$ cat src/rtl/counter_ctrl_pkg.sv
// -----------------------------------------------------------------------------
// counter_ctrl_pkg
// Shared types and constants for the counter run controller.
//   state_t   : controller states (IDLE, RUN, HOLD)
//   WRAPS_W   : width of the completed-period counter
//   WRAPS_MAX : saturation value of the completed-period counter
// -----------------------------------------------------------------------------
package counter_ctrl_pkg;

   typedef enum logic [1:0] {
      IDLE = 2'd0,
      RUN  = 2'd1,
      HOLD = 2'd2
   } state_t;

   localparam int                 WRAPS_W   = 8;
   localparam logic [WRAPS_W-1:0] WRAPS_MAX = 8'd255;

endpackage

$ cat src/rtl/counter_ctrl_prescaler.sv
// -----------------------------------------------------------------------------
// counter_ctrl_prescaler
// Divides advance edges by PRESCALE. Produces a one-cycle tick on the advance
// edge that completes each group of PRESCALE advance edges.
//   clk  : system clock, rising edge
//   rst  : asynchronous active-low reset
//   en   : advance edge qualifier (prescaler counts only when high)
//   clr  : synchronous clear, wins over en
//   tick : high when en is high and the prescaler is at PRESCALE-1
// -----------------------------------------------------------------------------
module counter_ctrl_prescaler #(
   parameter int PRESCALE = 1
) (
   input  logic clk,
   input  logic rst,
   input  logic en,
   input  logic clr,
   output logic tick
);

   generate
      if (PRESCALE <= 1) begin : g_bypass
         // Every advance edge is a tick; no state is needed.
         logic unused_ok;
         assign unused_ok = ^{clk, rst, clr};
         assign tick      = en;
      end else begin : g_count
         localparam int            PW   = $clog2(PRESCALE);
         localparam logic [PW-1:0] LAST = PW'(PRESCALE - 1);

         logic [PW-1:0] cnt;

         assign tick = en && (cnt == LAST);

         // NOTE: sequential state uses non-blocking assignments so every flop
         // samples the pre-edge values, independent of process ordering.
         always_ff @(posedge clk or negedge rst) begin
            if (!rst) begin
               cnt <= '0;
            end else if (clr) begin
               cnt <= '0;
            end else if (en) begin
               cnt <= tick ? '0 : cnt + 1'b1;
            end
         end
      end
   endgenerate

endmodule

$ cat src/rtl/counter_ctrl.sv
// -----------------------------------------------------------------------------
// counter_ctrl
// Run controller for the up-counter datapath: one-shot or periodic runs up to
// a latched terminal value, stepped through a prescaler, with pause and abort.
//   clk      : system clock, rising edge
//   rst      : asynchronous active-low reset
//   start    : begin a run (sampled in IDLE only)
//   periodic : run mode latched with start (1 = auto-restart)
//   limit    : terminal count latched with start
//   pause    : level; freezes count and prescaler while high
//   abort    : return to IDLE and clear count, prescaler and wraps
//   busy     : high in RUN or HOLD
//   paused   : high in HOLD
//   count    : current count value
//   done     : one-cycle pulse after the terminal tick
//   wraps    : completed periods since start, saturating
// -----------------------------------------------------------------------------
module counter_ctrl
   import counter_ctrl_pkg::*;
#(
   parameter int WIDTH    = 4,
   parameter int PRESCALE = 1
) (
   input  logic               clk,
   input  logic               rst,
   input  logic               start,
   input  logic               periodic,
   input  logic [WIDTH-1:0]   limit,
   input  logic               pause,
   input  logic               abort,
   output logic               busy,
   output logic               paused,
   output logic [WIDTH-1:0]   count,
   output logic               done,
   output logic [WRAPS_W-1:0] wraps
);

   state_t             state_q, state_d;
   logic [WIDTH-1:0]   limit_q;
   logic               periodic_q;
   logic [WIDTH-1:0]   count_d;
   logic [WRAPS_W-1:0] wraps_d;
   logic               done_d;
   logic               latch_en;
   logic               adv;
   logic               tick;
   logic               presc_clr;
   logic               terminal;

   // An advance edge: running, and neither abort nor pause is sampled high.
   // Leaving HOLD with pause low is therefore also an advance edge.
   assign adv       = (state_q != IDLE) && !abort && !pause;
   assign presc_clr = abort || ((state_q == IDLE) && start);
   assign terminal  = (count == limit_q);

   counter_ctrl_prescaler #(
      .PRESCALE (PRESCALE)
   ) u_prescaler (
      .clk  (clk),
      .rst  (rst),
      .en   (adv),
      .clr  (presc_clr),
      .tick (tick)
   );

   // NOTE: every signal driven here gets a default first, so no path through
   // the block leaves a value unassigned and no latch is inferred.
   always_comb begin
      state_d  = state_q;
      count_d  = count;
      wraps_d  = wraps;
      done_d   = 1'b0;
      latch_en = 1'b0;

      if (abort) begin
         state_d = IDLE;
         count_d = '0;
         wraps_d = '0;
      end else begin
         unique case (state_q)
            IDLE: begin
               if (start) begin
                  state_d  = RUN;
                  latch_en = 1'b1;
                  count_d  = '0;
                  wraps_d  = '0;
               end
            end
            RUN, HOLD: begin
               if (pause) begin
                  state_d = HOLD;
               end else begin
                  state_d = RUN;
                  if (tick) begin
                     if (terminal) begin
                        done_d = 1'b1;
                        if (wraps != WRAPS_MAX) wraps_d = wraps + 1'b1;
                        // One-shot leaves count at limit; periodic restarts.
                        if (periodic_q) count_d = '0;
                        else            state_d = IDLE;
                     end else begin
                        count_d = count + 1'b1;
                     end
                  end
               end
            end
            default: state_d = IDLE;
         endcase
      end
   end

   // busy/paused are registered from the next state so they track the state
   // flops exactly without any decode logic on the output path.
   always_ff @(posedge clk or negedge rst) begin
      if (!rst) begin
         state_q    <= IDLE;
         busy       <= 1'b0;
         paused     <= 1'b0;
         count      <= '0;
         wraps      <= '0;
         done       <= 1'b0;
         limit_q    <= '0;
         periodic_q <= 1'b0;
      end else begin
         state_q <= state_d;
         busy    <= (state_d != IDLE);
         paused  <= (state_d == HOLD);
         count   <= count_d;
         wraps   <= wraps_d;
         done    <= done_d;
         if (latch_en) begin
            limit_q    <= limit;
            periodic_q <= periodic;
         end
      end
   end

endmodule

$ cat config.mk
export PLATFORM = sky130hd
export DESIGN_NAME = counter_ctrl
export DESIGN_NICKNAME = d
export VERILOG_FILES = /design/src/rtl/counter_ctrl_pkg.sv /design/src/rtl/counter_ctrl_prescaler.sv /design/src/rtl/counter_ctrl.sv
export SDC_FILE = /design/constraint.sdc
export NUM_CORES = 1
export LEC_CHECK = 0
export BUFFER_PORTS_ARGS = -buffer_cell sky130_fd_sc_hd__clkbuf_2
export CAP_MARGIN = 20
export CELL_PAD_IN_SITES_DETAIL_PLACEMENT = 1
export CELL_PAD_IN_SITES_GLOBAL_PLACEMENT = 2
export CORE_ASPECT_RATIO = 0.5
export CORE_MARGIN = 2
export CORE_UTILIZATION = 35
export DETAILED_ROUTE_END_ITERATION = 12
export PLACE_DENSITY = 0.84
export RECOVER_POWER = 25
export SETUP_SLACK_MARGIN = 0.2
export SLEW_MARGIN = 20
export SYNTH_ARGS = -nofsm -noshare
export SYNTH_HDL_FRONTEND = slang
export SYNTH_SLANG_ARGS = --single-unit
export TNS_END_PERCENT = 100
$ cat constraint.sdc
create_clock -name clk -period 4.4 [get_ports clk]
set_clock_uncertainty 0.05 [all_clocks]
set_input_delay 1.1 -clock clk [delete_from_list [all_inputs] [get_ports clk]]
set_output_delay 1.1 -clock clk [all_outputs]
set_load 0.01 [all_outputs]
Word level (Yosys, flattened, before mapping)
Cells that the tools add are included.

storage, ports and cells
  bits of input ports = 10
  logic and storage cells = 61
  output and inout bits = 15
  bits in registers = 22

cells by class
  equal/unequal tests = 11
  multiplexer cells = 29
  reductions and logical operators = 11
  add/sub/neg operators = 2

operators by type and width
  kind                                                  number
  two-way mux 8 bit                                     6
  two-way mux 4 bit                                     6
  case mux 8 bit (2 select lines)                       1
  inequality test 3 bit (second input constant)         5
  two-way mux 1 bit                                     11
  adder 8 x 1 -> 8 bit (second input constant)          1
  inequality test 8 bit (second input constant)         1
  case mux 4 bit (2 select lines)                       1
  two-way mux 2 bit                                     3
  AND reduction 6 bit                                   1
  AND reduction 5 bit                                   1
  adder 4 x 1 -> 4 bit (second input constant)          1
  equality test 2 bit (second input constant)           2
  equality test 4 bit                                   1
  inequality test 4 bit (second input constant)         1
  case mux 2 bit (2 select lines)                       1
  nonzero test 2 bit                                    2
  nonzero test 3 bit                                    1
  equality test 2 x 1 -> 1 bit (second input constant)  1
  logical AND 1 bit                                     2
  logical NOT 1 bit                                     2
  logical NOT 2 bit                                     1
  OR reduction 2 bit                                    1

Logic depth before layout (Yosys ltp)
Gate-level depths: netlist of run 1.

  depth in word-level cells = 8
  mapped depth = 7
  mapped depth without buffers = 6

By module
A second synthesis of run 1 with hierarchy kept.

second synthesis, totals
  cell total of the unflattened synthesis = 118
  area, all modules = 1226.2 sq um

by module, submodules not included
  module                  area each (sq um)  instances  cells each
  counter_ctrl            1218.7             1          117
  counter_ctrl_prescaler  7.5                1          1

Least setup slack after synthesis of run 1
No wires, ideal clock.

  path kind = input-to-reg
  start point = input port abort
  end point = register wraps[6]
  arrival time = 2083 ps
  path slack = 2202 ps
  setup time = 65 ps
  stages = 4
  data required time = 4285 ps
  cell sequence = buf_6 or4b_1 nor4_1 a211o_1

between the ends
  word-level cells in the longest chain between the ends = 5
  elaborated cells on any way between the ends = 11
  classes of those cells = eq/ne: 5; mux: 1; reduce/logical: 5

ends and longest elaborated chain
  item                                    line                 source
  from (decl)                             counter_ctrl.sv:30   input logic abort,
  logical NOT 1 bit                       counter_ctrl.sv:52   assign adv = (state_q != IDLE) && !abort && !pause;
  logical AND 1 bit (2 in a row)          counter_ctrl.sv:52
  inequality test 3 bit (no source line)  -
  AND reduction 6 bit (no source line)    -
  to (signal assigned)                    counter_ctrl.sv:129  wraps <= wraps_d;
  to (decl)                               counter_ctrl.sv:35   output logic [WRAPS_W-1:0] wraps

Several ways; a longest one is shown, not always the timed one.
A chain may end at the register's enable or synchronous reset.

Worst setup path in the final report of run 1
  start point = input port pause
  end point = register count[1]

between the ends
  word-level cells in the longest chain between the ends = 4
  elaborated cells on any way between the ends = 5
  classes of those cells = eq/ne: 2; reduce/logical: 3

ends and longest elaborated chain
  item                                      line                 source
  from (decl)                               counter_ctrl.sv:29   input logic pause,
  logical NOT 1 bit                         counter_ctrl.sv:52
  logical AND 1 bit                         counter_ctrl.sv:52
  inequality test 3 bit (no source line)    -
  AND reduction 5 bit (no source line) (*)  -
  to (signal assigned)                      counter_ctrl.sv:128  count <= count_d;
  to (decl)                                 counter_ctrl.sv:33   output logic [WIDTH-1:0] count,

Mark *: on every way between the ends. The rest lies on a longest branch, timed or not.

==> results.txt, run 1 <==
Post-synthesis register bit count - 22
Netlist Area Pre-Place - 0.00135 mm²
First-pass DRT Iterations - 4
Clock net sink count - 22
DP HPWL - 2.34 mm
Global routing usage summed across all routing layers - 0.164
Area contributors post-synth - dfrtp_1 41%, mux2_2 5.8%, xnor2_2 4.8%
Routed wl met3 - 93 µm
Worst-case clock buffer depth - 2
Clock-pin transition on the worst setup and hold timing paths - 0.08 ns
Run status - finished clean
Final TNS setup - 0 ns
Max-cap viol count - 0
Die area - 0.00440 mm²
Number of fill cells - 427
Average cell area after synthesis - 10.5 µm²
Pwr dens - 351 mW/mm²
Unique masters post-synth - 51
Data arrival time of the worst path - 2.27 ns
Cells after Synth - 128
Routed length per placed instance - 15.6 µm
FFs w/ async S/R, synth - 1.00
CORE AREA - 0.00357 mm²
Post-cts resize count - 0
Final max-slew violation count - 0
Most numerous cell in the Yosys netlist - dfrtp_1
Max Clock Freq - 463 MHz
Part of the Yosys area used for sequential elements - 0.408
Detailed-routing wirelength on met1 - 1.59 mm
Footprint of the multi-input gates - 737 µm²
TritonCTS clock tree - built
Leakage power total - 0.664 nW
CTS Buf Count - 3
Setup repair after global routing missed its margin - no
Residual DRC count - 0
Number of cell rows - 15
H-tree lvl count - 1
Finish-stage setup viols - 0
Routed vias - 1091
Routability congestion estimate - 0.725
CP required - 4.51 ns
Wire length of the first global-routing pass - 5.42 mm
Number of flops mapped to enable cells by yosys - 0
Area used by sequential logic in the layout - 551 µm²
Detailed Route Iter0 Violations - 27
Commonest cells in the netlist - 22 x dfrtp_1, 10 x nand2_1, 9 x inv_1, 7 x mux2_2, 7 x nand3_1
Die Width - 91.8 µm
Path category of the worst min-delay check - flip-flop to flip-flop
I/O Pins - 25
Inserted Diodes - 0
Final #Nets - 167
Total power - 547 µW
Remaining global-route overflow - 0
Peak fanout along the critical path - 7
Flip-flop cell with the highest count after synthesis - dfrtp_1
Headroom to the max-slew limit - 0.162
Number of setup buffers added after CTS - 0
Number of port buffers - 24
Die outline height - 47.9 µm
Pin count of the biggest net entering global routing - 23
Highest metal layer with signal wires - met3
Nature of the critical path startpoint - primary input
Cell chosen for the clock root - clkbuf_8
Transition time at the pin with the least slew margin - 1.26 ns
Post-route clock period utilization - 0.491
Initial Util - 0.378
Area added between synthesis and finish - 15.6%
Worst setup slack for register-to-register paths - 2.32 ns
Kind of critical path - primary input to flip-flop
Final Hold Vio Count - 0
Total wire length - 3.17 mm
Vias in the first global route - 1079
Number of nets with antenna violations after routing - 0
Top-area cell type share of the netlist area - 0.408
Initial antenna violation count - 0
Clock latency of the later-clocked register in the worst-skew pair - 0.27 ns
Worst supply voltage drop on vdd - 0.185 mV
Element type at the critical path end - flip-flop
Cell type contributing the most total cell area after synthesis - dfrtp_1
Ratio of routed vias to standard cells - 5.37
Number of warning messages in the yosys log - 0
Final worst path period need - 2.16 ns
Fraction of final layout cells sized beyond drive strength 1 - 0.309
Met2 WL post-DR - 1.49 mm
Cts-stage hold buffer count - 0
Number of nets in the synthesized netlist - 142
where the power goes:
group	internal [mW]	switching (mW)
sequential	0.224	0.0245
clock	0.0800	0.0727
combinational	0.0633	0.0828
critical path, cell delays in order:
cell,delay [ns]
clkbuf_2,0.12
nor3b_1,0.32
or3_1,0.36
o31ai_2,0.14
a32o_1,0.22
routing by layer:
layer | vias to the layer above | global-route usage
met1 | 545 | 0.212
met4 | 0 | 0.0448
met5 | - | 0
met2 | 16 | 0.293
li1 | 530 | -
met3 | 0 | 0.0346
cell type report:
cell class | instances | share of cell area
well taps | 51 | 0.0409
multi-input cells | 93 | 0.473
repair buffers | 24 | 0.0762
inverters | 9 | 0.0217
flip-flops and latches | 22 | 0.353
clock buffers | 4 | 0.0353
worst paths after layout:
check | startpoint | to | cells past startpoint
setup / recovery | pause | count[1] | 5
hold / removal | limit_q[2] | limit_q[2] | 1
setup reg to reg | state_q[1] | wraps[7] | 6
hold reg to reg | limit_q[2] | limit_q[2] | 1
max in group asynchronous | rst | count[0] | 1
min in group asynchronous | rst | state_q[1] | 1
state kept, by name, summed over array words and instances (netlist names):
signal and cells:
wraps 8, paused 1, state_q 2, count 4
done 1, limit_q 4, busy 1, periodic_q 1
cell usage in the layout, fill, tap and decap left out, drive strengths merged, types with 2 or more instances in the layout:
| cell | n |
|---|---|
| mux2 | 7 |
| xnor2 | 4 |
| ha | 4 |
| or3 | 3 |
| a211oi | 2 |
| o311ai | 4 |
| nor2 | 5 |
| nand2b | 2 |
| o21ai | 4 |
| nand4 | 4 |
| nand2 | 10 |
| nor3 | 4 |
| clkbuf | 28 |
| and3 | 3 |
| dfrtp | 22 |
| nor4b | 2 |
| o211ai | 5 |
| nand3 | 7 |
| nor2b | 2 |
| inv | 9 |
metrics by stage:
| stage | setup slack [ns] | cells | util | hold slack, ns | cell area [µm²] |
|---|---|---|---|---|---|
| floorplan | 2.20 | 128 | - | 0.492 | 1350 |
| global placement | 2.00 | 199 | 0.422 | 0.500 | 1510 |
| detailed placement | 1.97 | 199 | 0.422 | 0.509 | 1510 |
| CTS | 2.25 | 203 | 0.438 | 0.527 | 1560 |
| global route | 2.14 | 203 | 0.437 | 0.551 | 1560 |
| finish | 2.24 | 203 | 0.437 | 0.522 | 1560 |
cells by family (layout without fill, tap and decap cells):
kind of cell	Yosys count	in the layout	share of synthesized area
XOR/XNOR	4	4	0.0482
AND/OR/NAND/NOR	51	51	0.235
AO/OA/AOI/OAI	27	27	0.168
adder cells (fa/ha/maj)	4	4	0.0371
multiplexers	7	7	0.0584
buffers and inverters	13	37	0.0454
flip-flops	22	22	0.408
(Power assumes the default switching activity.)
==> inputs of run 2 (changes only) <==
--- a/config.mk
+++ b/config.mk
@@ -11,9 +11,9 @@
 export CELL_PAD_IN_SITES_GLOBAL_PLACEMENT = 2
 export CORE_ASPECT_RATIO = 0.5
 export CORE_MARGIN = 2
-export CORE_UTILIZATION = 35
+export CORE_UTILIZATION = 31
 export DETAILED_ROUTE_END_ITERATION = 12
-export PLACE_DENSITY = 0.84
+export PLACE_DENSITY = 0.79
 export RECOVER_POWER = 25
 export SETUP_SLACK_MARGIN = 0.2
 export SLEW_MARGIN = 20
==> constraint.sdc (replaced) <==
create_clock -name clk -period 1.98 [get_ports clk]
set_clock_uncertainty 0.05 [all_clocks]
set_input_delay 0.495 -clock clk [delete_from_list [all_inputs] [get_ports clk]]
set_output_delay 0.495 -clock clk [all_outputs]
set_load 0.01 [all_outputs]
==> results.txt, run 2 (same netlist as run 1, synthesis figures left out) <==
Leading cell type in the layout, fill and taps excluded - clkbuf_2
Fraction of final layout cells sized beyond drive strength 1 - 0.467
Max Clock Freq - 574 MHz
Die Width - 97.3 µm
Ratio of routed vias to standard cells - 5.25
Dpl ws - 0.0941 ns
Final TNS setup - 0 ns
Finish-stage setup viols - 0
Vias in the first global route - 1212
Registers with the most flip-flops - wraps x8, count x4, limit_q x4
Final worst-path setup slack - 0.238 ns
Number of port buffers - 24
H-tree lvl count - 1
Data arrival time of the worst path - 1.89 ns
Hold_ws - 0.409 ns
Area post-placement - 0.00158 mm²
Number of cell rows - 16
DP HPWL - 2.64 mm
Post-route clock period utilization - 0.880
Pin count of the biggest net entering global routing - 23
Total power - 1.33 mW
Number of fill cells - 450
Residual DRC count - 0
Area added between synthesis and finish - 30.5%
First-pass DRT Iterations - 4
Leakage power total - 0.738 nW
End-of-flow core utilization - 0.435
Final cell count without fillers - 219
Final Instance Area - 0.00176 mm²
Most flops, register - wraps
CORE AREA - 0.00404 mm²
Global routing usage summed across all routing layers - 0.154
Number of nets with antenna violations after routing - 0
Worst supply voltage drop on vdd - 0.323 mV
Peak fanout along the critical path - 8
Leading cell types in the layout, fill and taps excluded - 23 x clkbuf_2, 19 x dfrtp_1, 13 x buf_4
Wire length of the first global-routing pass - 5.98 mm
Footprint of the multi-input gates - 833 µm²
Final worst path period need - 1.74 ns
Max-cap viol count - 0
Initial Util - 0.334
Clock-pin transition on the worst setup and hold timing paths - 0.08 ns
Min-Delay Path Depth - 2
Transition time at the pin with the least slew margin - 1.24 ns
CP required - 2.13 ns
Worst setup slack for register-to-register paths - 0.24 ns
CTS Buf Count - 3
Headroom to the max-slew limit - 0.171
Total placed cells including tap cells - 210
I/O Pins - 25
Initial antenna violation count - 0
Nature of the critical path startpoint - flip-flop
Setup repair after global routing missed its margin - yes
Clock latency of the later-clocked register in the worst-skew pair - 0.27 ns
TritonCTS clock tree - built
Remaining global-route overflow - 0
Kind of critical path - flip-flop to flip-flop
Final max-slew violation count - 0
Die outline height - 50.6 µm
Final Hold Vio Count - 0
Run status - finished clean
Length in cells of the worst reg-to-reg path - 6
Path category of the worst min-delay check - primary input to flip-flop
Routed length per placed instance - 16.6 µm
Total wire length - 3.63 mm
Pwr dens - 755 mW/mm²
Element type at the critical path end - flip-flop
Clock net sink count - 22
Largest register FFs - 8
Worst-case clock buffer depth - 2
Detailed Route Iter0 Violations - 41
Final #Nets - 180
Area used by sequential logic in the layout - 554 µm²
Die area - 0.00493 mm²
Routability congestion estimate - 0.764
Routed vias - 1149
Inserted Diodes - 0
Cell chosen for the clock root - clkbuf_8
==> run 2: changes by cell type in the layout (fill, tap and decap cells not counted), sizes merged <==
cell	previous run	this run
buf	0	13
==> run 2: path summary, 6_finish.rpt <==
kind / start / end
worst max-delay path: state_q[0] / count[1]
worst min-delay path: limit[0] / limit_q[0]
worst max register to register: state_q[0] / count[1]
worst min register to register: limit_q[0] / limit_q[0]
max in group asynchronous: rst / count[1]
min in group asynchronous: rst / wraps[2]
==> run 2: critical path, stage by stage (launching register included) <==
cell and delay (ns):
dfrtp_1 0.38, inv_2 0.06, ha_4 0.30, and3b_2 0.23, or3_4 0.39, o31ai_2 0.10
a32o_1 0.18
==> run 2: area by class of cell <==
class,count,share of cell area
Multi-Input combinational cell,93,0.473
Sequential cell,22,0.315
Timing Repair Buffer,37,0.123
Tap cell,54,0.0384
Clock buffer,4,0.0313
Inverter,9,0.0192
==> run 2: routing by layer <==
metal | track usage | routed length, µm | up-vias
met2 | 0.260 | 1750 | 18
met4 | 0.0509 | 61 | 0
met3 | 0.0334 | 104 | 6
met1 | 0.199 | 1710 | 568
met5 | 0 | 0 | -
li1 | - | - | 557
==> run 2: timing repair <==
action / in CTS / in global routing
resized for setup: 5 / 15
hold buffers: 0 / 0
endpoints found under the setup margin: 13 / 14
buffers inserted: 2 / 3
pin swaps: 0 / 7
==> run 2: power breakdown <==
part | switching, mW | total [mW] | internal [mW]
clock network | 0.155 | 0.333 | 0.178
registers | 0.0585 | 0.557 | 0.498
logic | 0.220 | 0.440 | 0.220
